===== src/rtl/alu_pkg.sv =====
// Shared definitions for the Alu sharing arbiter.
// Contents:
//   ALU_* constants : the six 4-bit Alu control codes the block will execute
//   state_t         : arbiter FSM states (IDLE, EXEC, RESP)
//   is_legal_ctr    : returns 1 when a control code is one of the six legal codes
package alu_pkg;

    localparam logic [3:0] ALU_AND = 4'b0000;
    localparam logic [3:0] ALU_OR  = 4'b0001;
    localparam logic [3:0] ALU_ADD = 4'b0010;
    localparam logic [3:0] ALU_SUB = 4'b0110;
    localparam logic [3:0] ALU_SLT = 4'b0111;
    localparam logic [3:0] ALU_NOR = 4'b1100;

    typedef enum logic [1:0] {
        IDLE = 2'd0,
        EXEC = 2'd1,
        RESP = 2'd2
    } state_t;

    function automatic logic is_legal_ctr(input logic [3:0] ctr);
        logic legal;
        case (ctr)
            ALU_AND, ALU_OR, ALU_ADD, ALU_SUB, ALU_SLT, ALU_NOR: legal = 1'b1;
            default:                                             legal = 1'b0;
        endcase
        return legal;
    endfunction

endpackage


===== src/rtl/alu_share_arbiter_if.sv =====
// Request/response bundle between the two requesters and the Alu sharing arbiter.
// Signals:
//   reqValid*/reqReady*  request handshake per port
//   reqCtr*/reqA*/reqB*  request payload per port (control code, operands)
//   respValid*/respReady* response handshake per port
//   respRes/respZero/respErr shared response payload, qualified by respValid0/1
// Modports: master = requester side, slave = arbiter side.
interface alu_share_arbiter_if #(
    parameter int WIDTH = 32
);
    logic             reqValid0;
    logic             reqReady0;
    logic [3:0]       reqCtr0;
    logic [WIDTH-1:0] reqA0;
    logic [WIDTH-1:0] reqB0;
    logic             reqValid1;
    logic             reqReady1;
    logic [3:0]       reqCtr1;
    logic [WIDTH-1:0] reqA1;
    logic [WIDTH-1:0] reqB1;
    logic             respValid0;
    logic             respReady0;
    logic             respValid1;
    logic             respReady1;
    logic [WIDTH-1:0] respRes;
    logic             respZero;
    logic             respErr;

    modport master (
        output reqValid0, reqCtr0, reqA0, reqB0,
        output reqValid1, reqCtr1, reqA1, reqB1,
        output respReady0, respReady1,
        input  reqReady0, reqReady1,
        input  respValid0, respValid1, respRes, respZero, respErr
    );

    modport slave (
        input  reqValid0, reqCtr0, reqA0, reqB0,
        input  reqValid1, reqCtr1, reqA1, reqB1,
        input  respReady0, respReady1,
        output reqReady0, reqReady1,
        output respValid0, respValid1, respRes, respZero, respErr
    );

endinterface


===== src/rtl/rr_arb2.sv =====
// Two-way round-robin grant.
// Ports: clk, rst_n; req0/req1 requests; en allows a grant this cycle;
//        gnt0/gnt1 one-hot (or zero) combinational grant.
// rr_last_r remembers the winner of the last tie; it resets to 1 so port 0
// wins the first tie. It only moves on a tie, single requests leave it alone.
module rr_arb2 (
    input  logic clk,
    input  logic rst_n,
    input  logic req0,
    input  logic req1,
    input  logic en,
    output logic gnt0,
    output logic gnt1
);
    logic rr_last_r;

    // grant selection: a tie goes to the port that did not win the last tie
    always_comb begin
        gnt0 = 1'b0;
        gnt1 = 1'b0;
        if (!en) begin
            gnt0 = 1'b0;
            gnt1 = 1'b0;
        end else if (req0 && req1) begin
            gnt0 = rr_last_r;
            gnt1 = ~rr_last_r;
        end else begin
            gnt0 = req0;
            gnt1 = req1 & ~req0;
        end
    end

    // tie-winner history
    always_ff @(posedge clk or negedge rst_n) begin
        if (!rst_n) begin
            rr_last_r <= 1'b1;
        end else if (en && req0 && req1) begin
            rr_last_r <= gnt1;
        end
    end

endmodule


===== src/rtl/alu_share_arbiter.sv =====
// Shares one external 32-bit Alu between two requesters (port 0 = core execute
// path, port 1 = auxiliary unit) with round-robin arbitration.
// Ports:
//   clk, rst_n         clock, async active-low reset
//   bus (slave)        request/response handshakes of both ports
//   aluIn1/aluIn2/aluCtr registered drive of the external Alu
//   aluRes/aluZero     external Alu outputs
//   busy               FSM not in IDLE
//   opCount            saturating count of completed legal operations
// Flow: IDLE grant -> EXEC (capture Alu result) -> RESP (hold until taken).
// Illegal control codes skip EXEC and answer directly with respErr=1.
module alu_share_arbiter
    import alu_pkg::*;
#(
    parameter int WIDTH = 32,
    parameter int CNT_W = 16
) (
    input  logic             clk,
    input  logic             rst_n,
    alu_share_arbiter_if.slave bus,
    output logic [WIDTH-1:0] aluIn1,
    output logic [WIDTH-1:0] aluIn2,
    output logic [3:0]       aluCtr,
    input  logic [WIDTH-1:0] aluRes,
    input  logic             aluZero,
    output logic             busy,
    output logic [CNT_W-1:0] opCount
);
    state_t           state_r;
    logic             owner_r;
    logic [WIDTH-1:0] alu_in1_r;
    logic [WIDTH-1:0] alu_in2_r;
    logic [3:0]       alu_ctr_r;
    logic             resp_valid0_r;
    logic             resp_valid1_r;
    logic [WIDTH-1:0] resp_res_r;
    logic             resp_zero_r;
    logic             resp_err_r;
    logic [CNT_W-1:0] op_count_r;

    logic             en_s;
    logic             gnt0_s;
    logic             gnt1_s;
    logic [3:0]       sel_ctr_s;
    logic [WIDTH-1:0] sel_a_s;
    logic [WIDTH-1:0] sel_b_s;

    // grants only in IDLE and never while reset is held
    assign en_s = (state_r == IDLE) && rst_n;

    rr_arb2 u_rr_arb2 (
        .clk  (clk),
        .rst_n(rst_n),
        .req0 (bus.reqValid0),
        .req1 (bus.reqValid1),
        .en   (en_s),
        .gnt0 (gnt0_s),
        .gnt1 (gnt1_s)
    );

    // payload of the granted port
    always_comb begin
        sel_ctr_s = bus.reqCtr0;
        sel_a_s   = bus.reqA0;
        sel_b_s   = bus.reqB0;
        if (gnt1_s) begin
            sel_ctr_s = bus.reqCtr1;
            sel_a_s   = bus.reqA1;
            sel_b_s   = bus.reqB1;
        end else begin
            sel_ctr_s = bus.reqCtr0;
            sel_a_s   = bus.reqA0;
            sel_b_s   = bus.reqB0;
        end
    end

    // arbiter FSM with all registered outputs
    always_ff @(posedge clk or negedge rst_n) begin
        if (!rst_n) begin
            state_r       <= IDLE;
            owner_r       <= 1'b0;
            alu_in1_r     <= {WIDTH{1'b0}};
            alu_in2_r     <= {WIDTH{1'b0}};
            alu_ctr_r     <= 4'b0000;
            resp_valid0_r <= 1'b0;
            resp_valid1_r <= 1'b0;
            resp_res_r    <= {WIDTH{1'b0}};
            resp_zero_r   <= 1'b0;
            resp_err_r    <= 1'b0;
            op_count_r    <= {CNT_W{1'b0}};
        end else begin
            case (state_r)
                IDLE: begin
                    if (gnt0_s || gnt1_s) begin
                        owner_r <= gnt1_s;
                        if (is_legal_ctr(sel_ctr_s)) begin
                            alu_in1_r <= sel_a_s;
                            alu_in2_r <= sel_b_s;
                            alu_ctr_r <= sel_ctr_s;
                            state_r   <= EXEC;
                        end else begin
                            // Alu inputs untouched so its output stays quiet
                            resp_res_r    <= {WIDTH{1'b0}};
                            resp_zero_r   <= 1'b0;
                            resp_err_r    <= 1'b1;
                            resp_valid0_r <= gnt0_s;
                            resp_valid1_r <= gnt1_s;
                            state_r       <= RESP;
                        end
                    end
                end
                EXEC: begin
                    resp_res_r <= aluRes;
                    resp_err_r <= 1'b0;
                    // the Alu zero output is only meaningful after sub/slt
                    if (alu_ctr_r == ALU_SUB || alu_ctr_r == ALU_SLT) begin
                        resp_zero_r <= aluZero;
                    end else begin
                        resp_zero_r <= (aluRes == {WIDTH{1'b0}});
                    end
                    if (op_count_r != {CNT_W{1'b1}}) begin
                        op_count_r <= op_count_r + {{(CNT_W-1){1'b0}}, 1'b1};
                    end
                    resp_valid0_r <= ~owner_r;
                    resp_valid1_r <= owner_r;
                    state_r       <= RESP;
                end
                RESP: begin
                    if (owner_r ? bus.respReady1 : bus.respReady0) begin
                        resp_valid0_r <= 1'b0;
                        resp_valid1_r <= 1'b0;
                        state_r       <= IDLE;
                    end
                end
                default: begin
                    state_r <= IDLE;
                end
            endcase
        end
    end

    assign bus.reqReady0  = gnt0_s;
    assign bus.reqReady1  = gnt1_s;
    assign bus.respValid0 = resp_valid0_r;
    assign bus.respValid1 = resp_valid1_r;
    assign bus.respRes    = resp_res_r;
    assign bus.respZero   = resp_zero_r;
    assign bus.respErr    = resp_err_r;
    assign aluIn1         = alu_in1_r;
    assign aluIn2         = alu_in2_r;
    assign aluCtr         = alu_ctr_r;
    assign busy           = (state_r != IDLE);
    assign opCount        = op_count_r;

endmodule


===== src/flat_wrapper.sv =====
// flat-port wrapper written by rule: the top's interface ports become plain ports
module alu_share_arbiter_flat import alu_pkg::*;
#(
    parameter int WIDTH = 32,
    parameter int CNT_W = 16
)
  (clk, rst_n, aluIn1, aluIn2, aluCtr, aluRes, aluZero, busy, opCount, bus_reqValid0, bus_reqCtr0, bus_reqA0, bus_reqB0, bus_reqValid1, bus_reqCtr1, bus_reqA1, bus_reqB1, bus_respReady0, bus_respReady1, bus_reqReady0, bus_reqReady1, bus_respValid0, bus_respValid1, bus_respRes, bus_respZero, bus_respErr);
  alu_share_arbiter_if #(.WIDTH(WIDTH)) bus_i ();
  input  logic clk;
  input  logic rst_n;
  output logic [WIDTH-1:0] aluIn1;
  output logic [WIDTH-1:0] aluIn2;
  output logic [3:0] aluCtr;
  input  logic [WIDTH-1:0] aluRes;
  input  logic aluZero;
  output logic busy;
  output logic [CNT_W-1:0] opCount;
  input wire logic [$bits(bus_i.reqValid0)-1:0] bus_reqValid0;
  input wire logic [$bits(bus_i.reqCtr0)-1:0] bus_reqCtr0;
  input wire logic [$bits(bus_i.reqA0)-1:0] bus_reqA0;
  input wire logic [$bits(bus_i.reqB0)-1:0] bus_reqB0;
  input wire logic [$bits(bus_i.reqValid1)-1:0] bus_reqValid1;
  input wire logic [$bits(bus_i.reqCtr1)-1:0] bus_reqCtr1;
  input wire logic [$bits(bus_i.reqA1)-1:0] bus_reqA1;
  input wire logic [$bits(bus_i.reqB1)-1:0] bus_reqB1;
  input wire logic [$bits(bus_i.respReady0)-1:0] bus_respReady0;
  input wire logic [$bits(bus_i.respReady1)-1:0] bus_respReady1;
  output wire logic [$bits(bus_i.reqReady0)-1:0] bus_reqReady0;
  output wire logic [$bits(bus_i.reqReady1)-1:0] bus_reqReady1;
  output wire logic [$bits(bus_i.respValid0)-1:0] bus_respValid0;
  output wire logic [$bits(bus_i.respValid1)-1:0] bus_respValid1;
  output wire logic [$bits(bus_i.respRes)-1:0] bus_respRes;
  output wire logic [$bits(bus_i.respZero)-1:0] bus_respZero;
  output wire logic [$bits(bus_i.respErr)-1:0] bus_respErr;
  assign bus_i.reqValid0 = bus_reqValid0;
  assign bus_i.reqCtr0 = bus_reqCtr0;
  assign bus_i.reqA0 = bus_reqA0;
  assign bus_i.reqB0 = bus_reqB0;
  assign bus_i.reqValid1 = bus_reqValid1;
  assign bus_i.reqCtr1 = bus_reqCtr1;
  assign bus_i.reqA1 = bus_reqA1;
  assign bus_i.reqB1 = bus_reqB1;
  assign bus_i.respReady0 = bus_respReady0;
  assign bus_i.respReady1 = bus_respReady1;
  assign bus_reqReady0 = bus_i.reqReady0;
  assign bus_reqReady1 = bus_i.reqReady1;
  assign bus_respValid0 = bus_i.respValid0;
  assign bus_respValid1 = bus_i.respValid1;
  assign bus_respRes = bus_i.respRes;
  assign bus_respZero = bus_i.respZero;
  assign bus_respErr = bus_i.respErr;
  alu_share_arbiter #(.WIDTH(WIDTH), .CNT_W(CNT_W)) u_core (.clk(clk), .rst_n(rst_n), .bus(bus_i), .aluIn1(aluIn1), .aluIn2(aluIn2), .aluCtr(aluCtr), .aluRes(aluRes), .aluZero(aluZero), .busy(busy), .opCount(opCount));
endmodule

===== config.mk =====
export PLATFORM = sky130hd
export DESIGN_NAME = alu_share_arbiter_flat
export DESIGN_NICKNAME = d
export VERILOG_FILES = /design/src/rtl/alu_pkg.sv /design/src/rtl/alu_share_arbiter_if.sv /design/src/rtl/rr_arb2.sv /design/src/rtl/alu_share_arbiter.sv /design/src/flat_wrapper.sv
export SDC_FILE = /design/constraint.sdc
export NUM_CORES = 1
export LEC_CHECK = 0
export ABC_AREA = 1
export BUFFER_PORTS_ARGS = -buffer_cell sky130_fd_sc_hd__buf_2
export CORE_MARGIN = 3
export CORE_UTILIZATION = 35
export DETAILED_ROUTE_END_ITERATION = 10
export GPL_TIMING_DRIVEN = 0
export PLACE_DENSITY = 0.67
export SYNTH_ARGS = -nofsm -noshare
export SYNTH_HDL_FRONTEND = slang
export SYNTH_HIERARCHICAL = 1
export SYNTH_SLANG_ARGS = --single-unit

===== constraint.sdc =====
create_clock -name clk -period 3 [get_ports clk]
set_input_delay 0.3 -clock clk [delete_from_list [all_inputs] [get_ports clk]]
set_output_delay 0.3 -clock clk [all_outputs]
set_load 0.005 [all_outputs]

==> impl_metrics.toml <==
[timing]
final-hold-violation-count = 0
maxSlewHeadroom_pct = 56.14
min_period_ps = 2793
tightest_slew_ps = 657.9
setup_slack_ps = 206.9
fin_skew_ps = 5.426
slew_viol_final = 0
timing.final.crit_share_pct = 93.10
clock.fmax_mhz = 358.0
setup_violations = 0

[power]
power_density_nw_per_um2 = 851.4
p_total_mw = 7.407
ir_drop_mv = 0.3877
seq_power_share_pct = 36.9
leakagePower_nw = 5.043
switching_share_pct = 36.43
clkPwrFrac_pct = 27.4
p_switching_mw = 2.698
combPwrFrac_pct = 35.7
internal_power_mw = 4.709

[die]
coreArea_um2 = 17360
row_count = 48
dieWidth_um = 139.5
initial_core_util_pct = 35.91
pin_count = 298
die_h_um = 139.5
die_area_um2 = 19450

[final_layout]
syn_to_final_growth_pct = 39.56
drive_above_1_share_pct = 29.93
stdcell_count = 1429
multi_input_area_um2 = 2826
nFillCells = 1795
final_common_cell = "nand2_1"
fin_nets = 1370
register_area_um2 = 3104
final_cell_mix = "540 x nand2_1, 303 x buf_2, 123 x dfrtp_1"

[cts]
cts_tree = "yes"
clk_latency_ps = 410
root_buffer = "clkbuf_16"
clk_pin_slew_ps = 60
htree_levels = 4
clk_path_buf_depth = 2
cts_buffers = 17
clock-sinks = 124

[placed_design]
hpwl_mm = 15.38
placed_cells = 1392
io_buffers = 297
gp_congestion = 0.8787
dp_worst_setup_slack_ps = 29.30

[min_path]
hold_class = "in2reg"

[logic_synthesis]
ys_seq_elements = 124
syn_avg_cell_area_um2 = 7.173
ys_warn_count = 6
synth_cells = 869
netlist.top_cell.by_area = "dfrtp_1"
synth_nets = 1049
ys_seq_area_share_pct = 49.80
synthTopCellsByArea = "dfrtp_1 49%, nand2_1 33%, o21ai_0 2.6%"
syn_area_um2 = 6233
synth_top_area_share_pct = 49.38
synth_cell_types = 27

[drt]
dr_total_vias = 6489
dr.first_iter.drc_count = 268
drc_errors = 0
viasPerCell = 4.541
routedWlPerCell_um = 14.40
wirelength_mm = 20.58
first_pass_iters = 4
drtAntennaViolNets = 0

[global_routing]
grt_pass1_wl_mm = 32.48
grt.overflow.total = 0
grt_start_max_net_pins = 73
antenna_found_initial = 1
grt_pass1_vias = 6416
grt_use_total_pct = 20.78

[worst_setup_path]
worstSetupEndpointType = "flip-flop"
worst_ep_arrival_time_ps = 3140
critPathKind = "reg2reg"
crit_fanout = 10
startpoint_type = "flip-flop"
worstPathRequired_ps = 3350

[run_status]
status = "complete, no violations"

[flow_run]
maxCapViolCount = 0
==> flip-flops by register name, indices dropped and copies added (netlist names) <==
| register | count |
|---|---|
| u_core/aluCtr | 4 |
| u_core/aluIn1 | 32 |
| u_core/aluIn2 | 32 |
| u_core/bus.respErr | 1 |
| u_core/bus.respRes | 32 |
| u_core/bus.respValid0 | 1 |
| u_core/bus.respValid1 | 1 |
| u_core/bus.respZero | 1 |
| u_core/opCount | 16 |
| u_core/owner_r | 1 |
| u_core/state_r | 2 |
| u_core/u_rr_arb2/rr_last_r | 1 |
==> final cells by class <==
class                      instances  area share, %
antenna                            1        0.02876
clock inverter                    12          1.611
timing repair buffer             301          17.99
clock buffer                      20          5.134
inverter                          28          1.237
buffer                            42          2.589
sequential                       124          35.68
multi-input combinational        676          32.49
tap                              225          3.236
==> layer usage <==
| layer | GRT usage, % | up-vias | part of all wire, % |
|---|---|---|---|
| met5 | 0 | - | 0 |
| met4 | 7.209 | 0 | 2.3 |
| met3 | 5.430 | 33 | 7.5 |
| met2 | 34.53 | 260 | 47 |
| met1 | 26.31 | 2886 | 43 |
| li1 | - | 3310 | - |
==> final timing paths <==
check,start,to,slack (ps),cells after the start
setup / recovery,u_core/state_r[0],u_core/aluIn1[27],210,13
min in group asynchronous,rst_n,u_core/u_rr_arb2/rr_last_r,430,2
hold / removal,bus_reqValid0,u_core/u_rr_arb2/rr_last_r,140,3
max in group asynchronous,rst_n,u_core/aluIn1[21],2180,3
hold reg to reg,u_core/bus.respValid0,u_core/bus.respValid0,470,2
setup reg to reg,u_core/state_r[0],u_core/aluIn1[27],210,13
==> repair_timing <==
item / in CTS / in global routing
gates resized for setup: 0 / 7
hold buffers: 2 / 0
endpoints found under the setup margin: 0 / 102
buffers inserted: 0 / 1
endpoints found under the hold margin: 51 / 0
==> worst max-delay path: stages, from the launching register on <==
cell and delay (ps):
dfrtp_1 420, inv_1 140, ha_4 220, nand2_1 90, inv_1 110, nand2_1 60, a21oi_1 190, buf_6 190
clkbuf_1 450, clkbuf_1 510, nand2_1 100, nand2_1 130, nand2_1 80, nand2_1 60
==> cell families after synthesis <==
logic type	share of synthesized area, %
AND/OR/NAND/NOR	38.26
XOR/XNOR	1.546
buffers and inverters	5.299
AO/OA/AOI/OAI	4.095
adder cells (fa/ha/maj)	1.004
flip-flops	49.80
==> synth_stat cells (all sizes together) <==
cell / n
xor2: 8
dfstp: 1
nand3: 14
o21a: 1
xnor2: 3
nand4: 10
dfrtp: 123
o21ai: 45
nor3: 4
a22oi: 1
buf: 20
inv: 28
nand3b: 2
a21oi: 3
clkbuf: 22
nand2: 543
nor2: 36
ha: 5
==> metrics by stage <==
stage,utilization (%),hold slack [ps],instance area (um^2),setup TNS (ps)
after CTS,49.89,118.4,8660,0
after floorplan,-,4.409,6233,0
final,50.12,140.2,8700,0
after global placement,46.10,454.9,8001,-193720
after global routing,50.12,134.4,8700,-8.173
after detailed placement,46.29,293.5,8035,0
==> power by group through the flow <==
stage,clock network [mW],registers (mW),logic (mW)
after global placement,0,2.73,2.57
after CTS,2.08,2.73,2.64
after floorplan,0,2.78,1.29
after global routing,2.17,2.82,2.99
after detailed placement,0,2.73,2.63
final,2.03,2.73,2.64
Power figures use the tool's default switching activity.
